--- config.mk ---
export PLATFORM = sky130hd
export DESIGN_NAME = packet_fragmenter_v2
export DESIGN_NICKNAME = d
export VERILOG_FILES = /design/src/rtl/packet_frag_pkg.sv /design/src/rtl/axis_skid_reg.sv /design/src/rtl/packet_fragmenter_v2.sv
export SDC_FILE = /design/constraint.sdc
export NUM_CORES = 1
export LEC_CHECK = 0
export ABC_AREA = 1
export CAP_MARGIN = 0
export CELL_PAD_IN_SITES_DETAIL_PLACEMENT = 0
export CELL_PAD_IN_SITES_GLOBAL_PLACEMENT = 1
export CORE_MARGIN = 10
export CORE_UTILIZATION = 28
export CTS_CLUSTER_DIAMETER = 60
export CTS_CLUSTER_SIZE = 24
export DETAILED_ROUTE_END_ITERATION = 16
export PLACE_DENSITY = 0.67
export SKIP_CTS_REPAIR_TIMING = 1
export SLEW_MARGIN = 10
export SYNTH_ARGS = -nofsm -noshare
export SYNTH_HDL_FRONTEND = slang
export SYNTH_HIERARCHICAL = 1
export SYNTH_SLANG_ARGS = --single-unit
--- constraint.sdc ---
create_clock -name clk -period 3.05 [get_ports clk]
set_input_delay 0.61 -clock clk [delete_from_list [all_inputs] [get_ports clk]]
set_output_delay 0.61 -clock clk [all_outputs]
set_load 0.1 [all_outputs]
--- src/rtl/packet_frag_pkg.sv ---
// Shared FSM encodings and gap-mode constants for the packet fragmenter.
package packet_frag_pkg;

  typedef enum logic [1:0] {
    ST_WAIT_TRIGGER = 2'd0,
    ST_SEND         = 2'd1,
    ST_GAP          = 2'd2,
    ST_DRAIN        = 2'd3
  } frag_state_e;

  localparam logic [1:0] MODE_IFG       = 2'd0;
  localparam logic [1:0] MODE_SIDE_INFO = 2'd1;
  localparam logic [1:0] MODE_REPEAT    = 2'd2;
  localparam logic [1:0] MODE_RESERVED  = 2'd3;

  // Every mode except side-info times its gap with the IFG counter.
  function automatic logic gap_uses_ifg(input logic [1:0] mode);
    return mode != MODE_SIDE_INFO;
  endfunction

endpackage

--- src/rtl/axis_skid_reg.sv ---
// Two-entry skid buffer: a registered output stage plus one overflow slot so the
// upstream ready is a register and full throughput survives downstream stalls.
module axis_skid_reg #(
  parameter int W = 8
) (
  input  logic         clk,
  input  logic         srst,
  input  logic [W-1:0] data_i,
  input  logic         valid_i,
  output logic         ready_o,
  output logic [W-1:0] data_o,
  output logic         valid_o,
  input  logic         ready_i,
  output logic         empty_o,
  output logic         single_o
);

  logic [W-1:0] out_data_q;
  logic [W-1:0] skid_data_q;
  logic         out_valid_q;
  logic         skid_valid_q;
  logic         in_fire;
  logic         out_free;

  assign ready_o  = !skid_valid_q;
  assign in_fire  = valid_i && ready_o;
  assign out_free = !out_valid_q || ready_i;
  assign data_o   = out_data_q;
  assign valid_o  = out_valid_q;
  assign empty_o  = !out_valid_q && !skid_valid_q;
  assign single_o = out_valid_q && !skid_valid_q;

  always_ff @(posedge clk) begin
    if (srst) begin
      out_data_q   <= '0;
      skid_data_q  <= '0;
      out_valid_q  <= 1'b0;
      skid_valid_q <= 1'b0;
    end else if (out_free) begin
      // The parked beat is older than anything upstream, so it goes out first.
      if (skid_valid_q) begin
        out_data_q   <= skid_data_q;
        out_valid_q  <= 1'b1;
        skid_valid_q <= 1'b0;
      end else begin
        out_valid_q <= in_fire;
        if (in_fire) out_data_q <= data_i;
      end
    end else if (in_fire) begin
      skid_data_q  <= data_i;
      skid_valid_q <= 1'b1;
    end
  end

endmodule

--- src/rtl/packet_fragmenter_v2.sv ---
// Splits an untagged AXI-Stream transfer into tlast-delimited fragments separated
// by an IFG count, a side-info handshake, or continuous repetition.
module packet_fragmenter_v2
  import packet_frag_pkg::*;
#(
  parameter int DATA_W = 64,
  parameter int USER_W = 1,
  parameter int CNT_W  = 32
) (
  input  logic              clk,
  input  logic              arst,
  input  logic [DATA_W-1:0] s_axis_tdata,
  input  logic              s_axis_tvalid,
  output logic              s_axis_tready,
  input  logic [USER_W-1:0] s_axis_tuser,
  output logic [DATA_W-1:0] m_axis_tdata,
  output logic              m_axis_tvalid,
  input  logic              m_axis_tready,
  output logic              m_axis_tlast,
  output logic [USER_W-1:0] m_axis_tuser,
  input  logic              trigger,
  input  logic [1:0]        mode,
  input  logic [CNT_W-1:0]  transfer_size,
  input  logic [CNT_W-1:0]  mss,
  input  logic [CNT_W-1:0]  ifg,
  input  logic              side_info_completed,
  output logic              transfer_init,
  output logic              transfer_completed,
  output logic              slot_processed,
  output logic [CNT_W-1:0]  frag_count
);

  localparam int SKID_W = USER_W + 1 + DATA_W;
  localparam logic [CNT_W-1:0] ONE = CNT_W'(1);

  frag_state_e      state_q;
  logic             trig_q;
  logic [1:0]       mode_q;
  logic [CNT_W-1:0] size_q;
  logic [CNT_W-1:0] mss_q;
  logic [CNT_W-1:0] ifg_q;
  logic [CNT_W-1:0] total_q;
  logic [CNT_W-1:0] beat_q;
  logic [CNT_W-1:0] gap_q;
  logic [CNT_W-1:0] frag_cnt_q;
  logic             done_q;

  logic              trig_edge;
  logic              in_fire;
  logic              out_fire;
  logic              last_frag;
  logic              last_xfer;
  logic              skid_ready;
  logic              skid_empty;
  logic              skid_single;
  logic [SKID_W-1:0] skid_out;

  assign trig_edge     = trigger & ~trig_q;
  assign s_axis_tready = (state_q == ST_SEND) && skid_ready;
  assign in_fire       = s_axis_tvalid && s_axis_tready;
  assign out_fire      = m_axis_tvalid && m_axis_tready;
  assign last_frag     = (mss_q != '0) && (beat_q == mss_q - ONE);
  assign last_xfer     = (total_q == size_q - ONE);

  axis_skid_reg #(
    .W (SKID_W)
  ) u_skid (
    .clk      (clk),
    .srst     (arst),
    .data_i   ({s_axis_tuser, last_frag | last_xfer, s_axis_tdata}),
    .valid_i  (in_fire),
    .ready_o  (skid_ready),
    .data_o   (skid_out),
    .valid_o  (m_axis_tvalid),
    .ready_i  (m_axis_tready),
    .empty_o  (skid_empty),
    .single_o (skid_single)
  );

  assign {m_axis_tuser, m_axis_tlast, m_axis_tdata} = skid_out;
  assign transfer_init      = (state_q != ST_WAIT_TRIGGER);
  assign transfer_completed = done_q;
  assign slot_processed     = done_q;
  assign frag_count         = frag_cnt_q;

  always_ff @(posedge clk) begin
    if (arst) begin
      state_q    <= ST_WAIT_TRIGGER;
      // Sampling the live trigger keeps a level held through reset from looking like an edge.
      trig_q     <= trigger;
      mode_q     <= MODE_IFG;
      size_q     <= '0;
      mss_q      <= '0;
      ifg_q      <= '0;
      total_q    <= '0;
      beat_q     <= '0;
      gap_q      <= '0;
      frag_cnt_q <= '0;
      done_q     <= 1'b0;
    end else begin
      trig_q <= trigger;
      done_q <= 1'b0;
      if (out_fire && m_axis_tlast) frag_cnt_q <= frag_cnt_q + ONE;
      // In DRAIN no new beats enter, so the last buffered tlast beat ends the transfer.
      if (state_q == ST_DRAIN && out_fire && m_axis_tlast && skid_single) done_q <= 1'b1;

      case (state_q)
        ST_WAIT_TRIGGER: begin
          if (trig_edge) begin
            mode_q     <= mode;
            size_q     <= transfer_size;
            mss_q      <= mss;
            ifg_q      <= ifg;
            total_q    <= '0;
            beat_q     <= '0;
            gap_q      <= '0;
            frag_cnt_q <= '0;
            if (transfer_size == '0) done_q  <= 1'b1;
            else                     state_q <= ST_SEND;
          end
        end
        ST_SEND: begin
          if (in_fire) begin
            total_q <= total_q + ONE;
            if (last_xfer) begin
              state_q <= ST_DRAIN;
            end else if (last_frag) begin
              beat_q <= '0;
              gap_q  <= '0;
              if (!(gap_uses_ifg(mode_q) && ifg_q == '0)) state_q <= ST_GAP;
            end else begin
              beat_q <= beat_q + ONE;
            end
          end
        end
        ST_GAP: begin
          if (gap_uses_ifg(mode_q)) begin
            if (gap_q == ifg_q - ONE) state_q <= ST_SEND;
            else                      gap_q   <= gap_q + ONE;
          end else if (side_info_completed) begin
            state_q <= ST_SEND;
          end
        end
        ST_DRAIN: begin
          if (skid_empty) begin
            if (mode_q == MODE_REPEAT && trigger) begin
              state_q    <= ST_SEND;
              total_q    <= '0;
              beat_q     <= '0;
              frag_cnt_q <= '0;
            end else begin
              state_q <= ST_WAIT_TRIGGER;
            end
          end
        end
        default: state_q <= ST_WAIT_TRIGGER;
      endcase
    end
  end

endmodule

# After elaboration in Yosys (flattened, before gate mapping)
# Index checks and enable logic that the tools add are counted.
# Widths: inputs -> output; s select.
[totals]
inputBits = 169
regBits = 364
out_inout_bits = 103
[classes]
n_eq_ne = 21
muxes = 39
reduce_logical = 32
addsub = 7
bitwise = 4
[op_table]
columns = ["op", "n"]
rows = [
  ["$mux 32", 16],
  ["$pmux 32 s3", 3],
  ["$mux 66", 2],
  ["$add 32x1->32 const B", 4],
  ["$eq 32x32->1", 3],
  ["$sub 32x1->32 const B", 3],
  ["$logic_not 32->1", 2],
  ["$pmux 32 s2", 1],
  ["$reduce_bool 32->1", 1],
  ["$mux 2", 10],
  ["$ne 2x2->1 const B", 7],
  ["$logic_and 1x1->1", 13],
  ["$ne 3x3->1 const B", 4],
  ["$pmux 2 s4", 1],
  ["$reduce_and 8->1", 1],
  ["$reduce_and 7->1", 1],
  ["$eq 2x2->1 const B", 3],
  ["$mux 1", 6],
  ["$ne 2x1->1 const B", 3],
  ["$reduce_and 2->1", 3],
  ["$reduce_and 6->1", 1],
  ["$reduce_bool 3->1", 2],
  ["$reduce_and 5->1", 1],
  ["$reduce_bool 2->1", 2],
  ["other kinds (8)", 10],
]

# Logic depth before layout (Yosys ltp)
[logic_depth]
word_depth = 8
depth_mapped = 22

# By module
# Netlist, hierarchy kept.
[modules_own_cells]
columns = ["mod", "area_per_inst_um2", "cells_per_inst", "instances"]
rows = [
  ["packet_fragmenter_v2", 15313.4, 2478, 1],
  ["axis_skid_reg", 6267.3, 1007, 1],
]

# Worst setup path after synthesis
# No wires, ideal clock.
[synth_path]
kind = "reg-to-reg"
start = "register frag_cnt_q[1] (netlist: frag_count[1])"
end = "register frag_cnt_q[20] (netlist: frag_count[20])"
stages_incl_launch_ff = 15
t_required_ps = 2932
t_arrival_ps = 2895
n_path_buf = 0
setup_slack_ps = 37
path_cell_list = "dfxtp_1 > ha_1 > inv_1 > nor3_1 > nand2_1 > nor2_1 > nand2_1 > inv_1 > nand4_1 > nor3_1 > nand2_1 > nor2_1 > nand3_1 > o21ai_0 > nor2_1"
[synth_between]
elab_chain_cells = 5
[synth_lines]
columns = ["item", "line_no", "source"]
rows = [
  ["start, declared", "packet_fragmenter_v2.sv:45", "logic [CNT_W-1:0] frag_cnt_q;"],
  ["start signal, assigned", "packet_fragmenter_v2.sv:103", "if (out_fire && m_axis_tlast) frag_cnt_q <= frag_cnt_q + ONE;"],
  ["$add 32x1->32 (*)", "packet_fragmenter_v2.sv:103", ""],
  ["$mux 32 (*)", "packet_fragmenter_v2.sv:103", ""],
  ["$mux 32", "packet_fragmenter_v2.sv:146", "if (mode_q == MODE_REPEAT && trigger) begin"],
  ["$mux 32", "packet_fragmenter_v2.sv:145", "if (skid_empty) begin"],
  ["$pmux 32 s2 (*)", "packet_fragmenter_v2.sv:107", "case (state_q)"],
]
# Every way passes the cells marked *; elsewhere a longest branch is shown, timed or not.
# A chain may end at the register's enable or synchronous reset.

# Worst setup path in the final report
[layout_path]
start = "register mss_q[0]"
end = "register gap_q[0]"
[layout_between]
elab_chain_cells = 5
[layout_lines]
columns = ["item", "line_no", "source"]
rows = [
  ["start, declared", "packet_fragmenter_v2.sv:40", "logic [CNT_W-1:0] mss_q;"],
  ["start signal, assigned", "packet_fragmenter_v2.sv:112", "mss_q <= mss;"],
  ["$sub 32x1->32", "packet_fragmenter_v2.sv:62", "assign last_frag = (mss_q != '0) && (beat_q == mss_q - ONE);"],
  ["$eq 32x32->1", "packet_fragmenter_v2.sv:62", ""],
  ["$logic_and 1x1->1 (*)", "packet_fragmenter_v2.sv:62", ""],
  ["$ne 2x2->1 (no source line) (*)", "-", ""],
  ["$reduce_and 7->1 (no source line) (*)", "-", ""],
  ["end signal, assigned", "packet_fragmenter_v2.sv:139", "else gap_q <= gap_q + ONE;"],
  ["end, declared", "packet_fragmenter_v2.sv:44", "logic [CNT_W-1:0] gap_q;"],
]
# Marked as above.

==> out/metrics.sh <==
RUN_STATUS='completed'
WORST_EP_ARRIVAL_TIME_PS=3310
LAYOUT_MIN_CYCLE_TIME_PS=2820
GRT_ANTENNA_BEFORE_REPAIR=4
YOSYS_MOST_USED_DFF='dfxtp_1'
POST_DRT_VIA_CELL_RATIO=4.52
DRT_PASS1_ITERATIONS=5
YOSYS_REGISTER_BITS=364
TIMING_HOLD_VIOLATIONS_FINAL=0
YOSYS_WARNINGS=6
REPORT.FINAL.SLEW_VIOL_COUNT=0
PWR-SHARE-COMB=0.437
LARGEST_NET_DEGREE_AT_THE_START_OF_GLOBAL_ROUTING=111
POWER.CLOCK.FRACTION=0.291
POST_SYNTH.CELL_AREA_AVG_UM2=6.19
TIMING.HOLD.WORST.CLASS='input pin to flop'
POWER_LEAKAGE_nW=11.8
POWER_SWITCHING_SHARE=0.449
SYNTH_FP_NETS=3665
MIN_TO='slot_processed$_SDFF_PP0_'
P_TOTAL_mW=21.0
SYNTHCELLS=3485
ROUTE.DETAILED.WL_PER_INST_UM=15.9
COUNT_OF_FLIP_FLOPS_WITH_A_BUILT_IN_ENABLE_AFTER_SYNTHESIS=0
START_UTIL=0.283
FILLERS=8502
CLOCK_SINKS=364
LAYOUT-DRIVE-GT1-SHARE=0.0953
P_PER_AREA_nW_PER_UM2=773
YOSYSSEQAREASHARE=0.338
PLACE.PORT_BUFFERS=271
FIRST_ITER_VIOLATIONS=1158
DRCVIOLATIONCOUNT=0
GROUTE.USAGE.OVERALL=0.167
SEQPWRFRAC=0.271
CTS-ROOT-TO-SINK-BUFFERS=3
NUMBER_OF_SETUP_VIOLATIONS_IN_THE_FINAL_REPORT=0
FIRST_GLOBAL_VIAS=21200
TOTAL_GLOBAL_ROUTING_OVERFLOW=0
TRITONCTS='yes'
FP-ROW-COUNT=101
FP.DIEAREA_UM2=88600
DETAIL-ROUTE-ANTENNA-NETS=0
CTS_BUFFERS=49
TIMING.MAX_CAP.VIOLATIONS=0
HTREE_LEVELS=2
WORSTSKEWPAIRLATENCY_PS=610
CRITICAL_PATH_PEAK_FANOUT=16
SETUP.WORST_PATH.END_CLASS='flop'
SYN2LAYOUT_AREA_GROWTH_PCT=26.0
NETLIST_AREA_UM2=21600
VDD_IR_DROP_MAX_uV=344
RELSLEWSLACK=0.359
HOLDCRITSTARTPOINT='arst'
MIN_DELAY_PATH_DEPTH=2
REG2REG_SETUP_SLACK_PS=230
FINALINSTANCEAREA_UM2=27200
DIE_X_UM=298
WORST_CLOCK_SKEW_PS=20.1
MIN_PERIOD_OVER_PERIOD=0.924
FOOTPRINT_OF_THE_MULTI_INPUT_GATES_UM2=12100
WORSTPATHREQUIRED_PS=3540
TIGHTESTPINTRANSITION_PS=961
UNREPAIRED_SETUP_ENDPOINTS_AFTER_GLOBAL_ROUTING='no'
WIRELENGTH_UM=76600
WORST_R2R_STARTPOINT='mss_q[0]$_SDFFE_PP0P_'
CP-START-KIND='flop'
ENDPOINT_OF_THE_MOST_CRITICAL_REGISTER_TO_REGISTER_PATH='gap_q[0]$_SDFFE_PP0P_'
DETAILED_PLACE.AREA_UM2=25400
NUM-NETS-FINAL=3928
CLKSLEWWORSTSETUPHOLDPATHS_PS=60
SETUP_TOTAL_NEGATIVE_SLACK_PS=0
CLOCK_ROOT_BUFFER='clkbuf_16'
R2R_CELL_COUNT=17
ASYNC_RESET_FF_FRAC=0
GLOBAL_ROUTE_WIRE_LENGTH_BEFORE_REPAIR_UM=120000
IO_PINS=272
ACHIEVABLE_FREQ_MHz=355
LAYOUT.AREA.SEQ_UM2=7290
INTPOWER_mW=11.6
YOSYSUNIQUECELLTYPES=48
CHIPHEIGHT_UM=298
DETAILROUTE.VIA_COUNT=21800
POST-DP-HPWL_UM=58700
CORE_UM2=76200
CRIT_TYPE='flop to flop'
FINALWEIGHTEDCONGESTION=0.881
NETSWITCHINGPOWER_mW=9.44
final cells by class:
type                    count  area share
repair buffers            352       0.120
clock buffers              61      0.0505
diodes                      3    0.000276
well taps                1030      0.0474
inverters                 413      0.0573
clock inverters            31      0.0129
multi-input cells        2568       0.443
flip-flops and latches    364       0.268
metal layers:
metal	global-route usage	part of all wire	vias up
met5	0	0.00052	-
met4	0.0403	0.019	4
met3	0.0295	0.044	87
met2	0.283	0.47	320
met1	0.217	0.47	9894
li1	-	-	11500
logic make-up (layout without fill, tap and decap cells):
| logic type | count (synthesis) | after routing | share of synthesized area |
|---|---|---|---|
| AO/OA/AOI/OAI | 393 | 393 | 0.0949 |
| XOR/XNOR | 143 | 143 | 0.0599 |
| other | 0 | 3 | 0 |
| buffers and inverters | 553 | 857 | 0.106 |
| AND/OR/NAND/NOR | 2020 | 2020 | 0.395 |
| adder cells (fa/ha/maj) | 11 | 11 | 0.00638 |
| flip-flops | 364 | 364 | 0.338 |
| multiplexers | 1 | 1 | 0.000464 |
registers in the layout, indices dropped and copies added, names as in the netlist, 32 cells and up:
| signal | flops |
|---|---|
| gap_q | 32 |
| total_q | 32 |
| ifg_q | 32 |
| beat_q | 32 |
| mss_q | 32 |
| u_skid/data_o | 66 |
| size_q | 32 |
| frag_count | 32 |
| u_skid/skid_data_q | 66 |
cells in the mapped netlist (3+ instances only):
cell type | count | area (um2)
a21oi_1 | 147 | 736
a31o_2 | 3 | 26.3
a31oi_1 | 4 | 25.0
and3_1 | 4 | 25.0
buf_1 | 10 | 37.5
buf_2 | 36 | 180
buf_4 | 9 | 67.6
buf_6 | 16 | 180
clkbuf_1 | 68 | 255
clkinv_1 | 3 | 11.3
dfxtp_1 | 364 | 7290
ha_1 | 11 | 138
inv_1 | 402 | 1510
inv_2 | 7 | 26.3
nand2_1 | 819 | 3070
nand2_2 | 15 | 93.8
nand2_4 | 5 | 56.3
nand3_1 | 216 | 1080
nand3_2 | 3 | 30.0
nand3b_1 | 22 | 165
nand4_1 | 47 | 294
nor2_1 | 740 | 2780
nor2_2 | 21 | 131
nor2_4 | 8 | 90.1
nor3_1 | 69 | 345
nor3b_1 | 4 | 30.0
nor4_1 | 31 | 194
o21a_1 | 5 | 37.5
o21ai_0 | 217 | 1090
o21ai_1 | 3 | 15.0
o21bai_1 | 6 | 45.0
or2_2 | 9 | 56.3
xnor2_1 | 49 | 429
xnor3_1 | 3 | 67.6
xor2_1 | 91 | 797
how the worst max path moves through the flow:
stage	slack [ps]	from	end
finish	230	mss_q[0]$_SDFFE_PP0P_	gap_q[0]$_SDFFE_PP0P_
detailed placement	20	m_axis_tready	frag_count[27]$_SDFF_PP0_
global placement	40	m_axis_tready	frag_count[27]$_SDFF_PP0_
global route	1	ifg_q[4]$_SDFFE_PP0P_	gap_q[25]$_SDFFE_PP0P_
floorplan	40	frag_count[1]$_SDFF_PP0_	frag_count[20]$_SDFF_PP0_
CTS	190	mss_q[0]$_SDFFE_PP0P_	gap_q[0]$_SDFFE_PP0P_
metrics by stage:
stage                     hold WS (ps)  instances  utilization  worst slack, ps
after floorplan                    442       3485            -             37.5
after global placement             463       4724        0.334             39.3
after detailed placement           463       4724        0.334             18.7
after CTS                          370       4816        0.356              187
after global routing               380       4821        0.357             1.10
final                              388       4822        0.357              233
cells in the final DEF (no fill, tap or decap), types with 49 or more instances in the layout:
cell type        instances
xnor2_1                 49
clkbuf_16               51
o21ai_0                217
nand3_1                216
nand2_1                818
inv_1                  400
nor2_1                 737
xor2_1                  91
dfxtp_1                363
nor3_1                  69
a21oi_1                147
buf_4                  167
clkdlybuf4s50_1        167
worst max-delay path, cell delays in order, from the launching register on:
cell,delay [ps]
dfxtp_1,310
inv_1,150
ha_2,240
nand2_1,90
nor2_1,170
nand2_1,190
o21ai_1,240
nand2_1,80
nand2_1,100
nand2_1,80
nand3b_1,170
nor2_1,140
nand2_2,120
nand2_2,140
nand3_4,110
buf_12,170
o21ai_0,160
nor2_1,60
power by group through the flow:
stage                     sequential, mW  clock, mW  combinational (mW)
after CTS                           5.72       6.32                9.22
final                               5.71       6.13                9.19
after global placement              5.82          0                9.21
after floorplan                     7.02          0                5.16
after detailed placement            5.82          0                9.18
after global routing                5.78       6.51                10.2
Note: power is estimated with default switching activity, not from simulation.
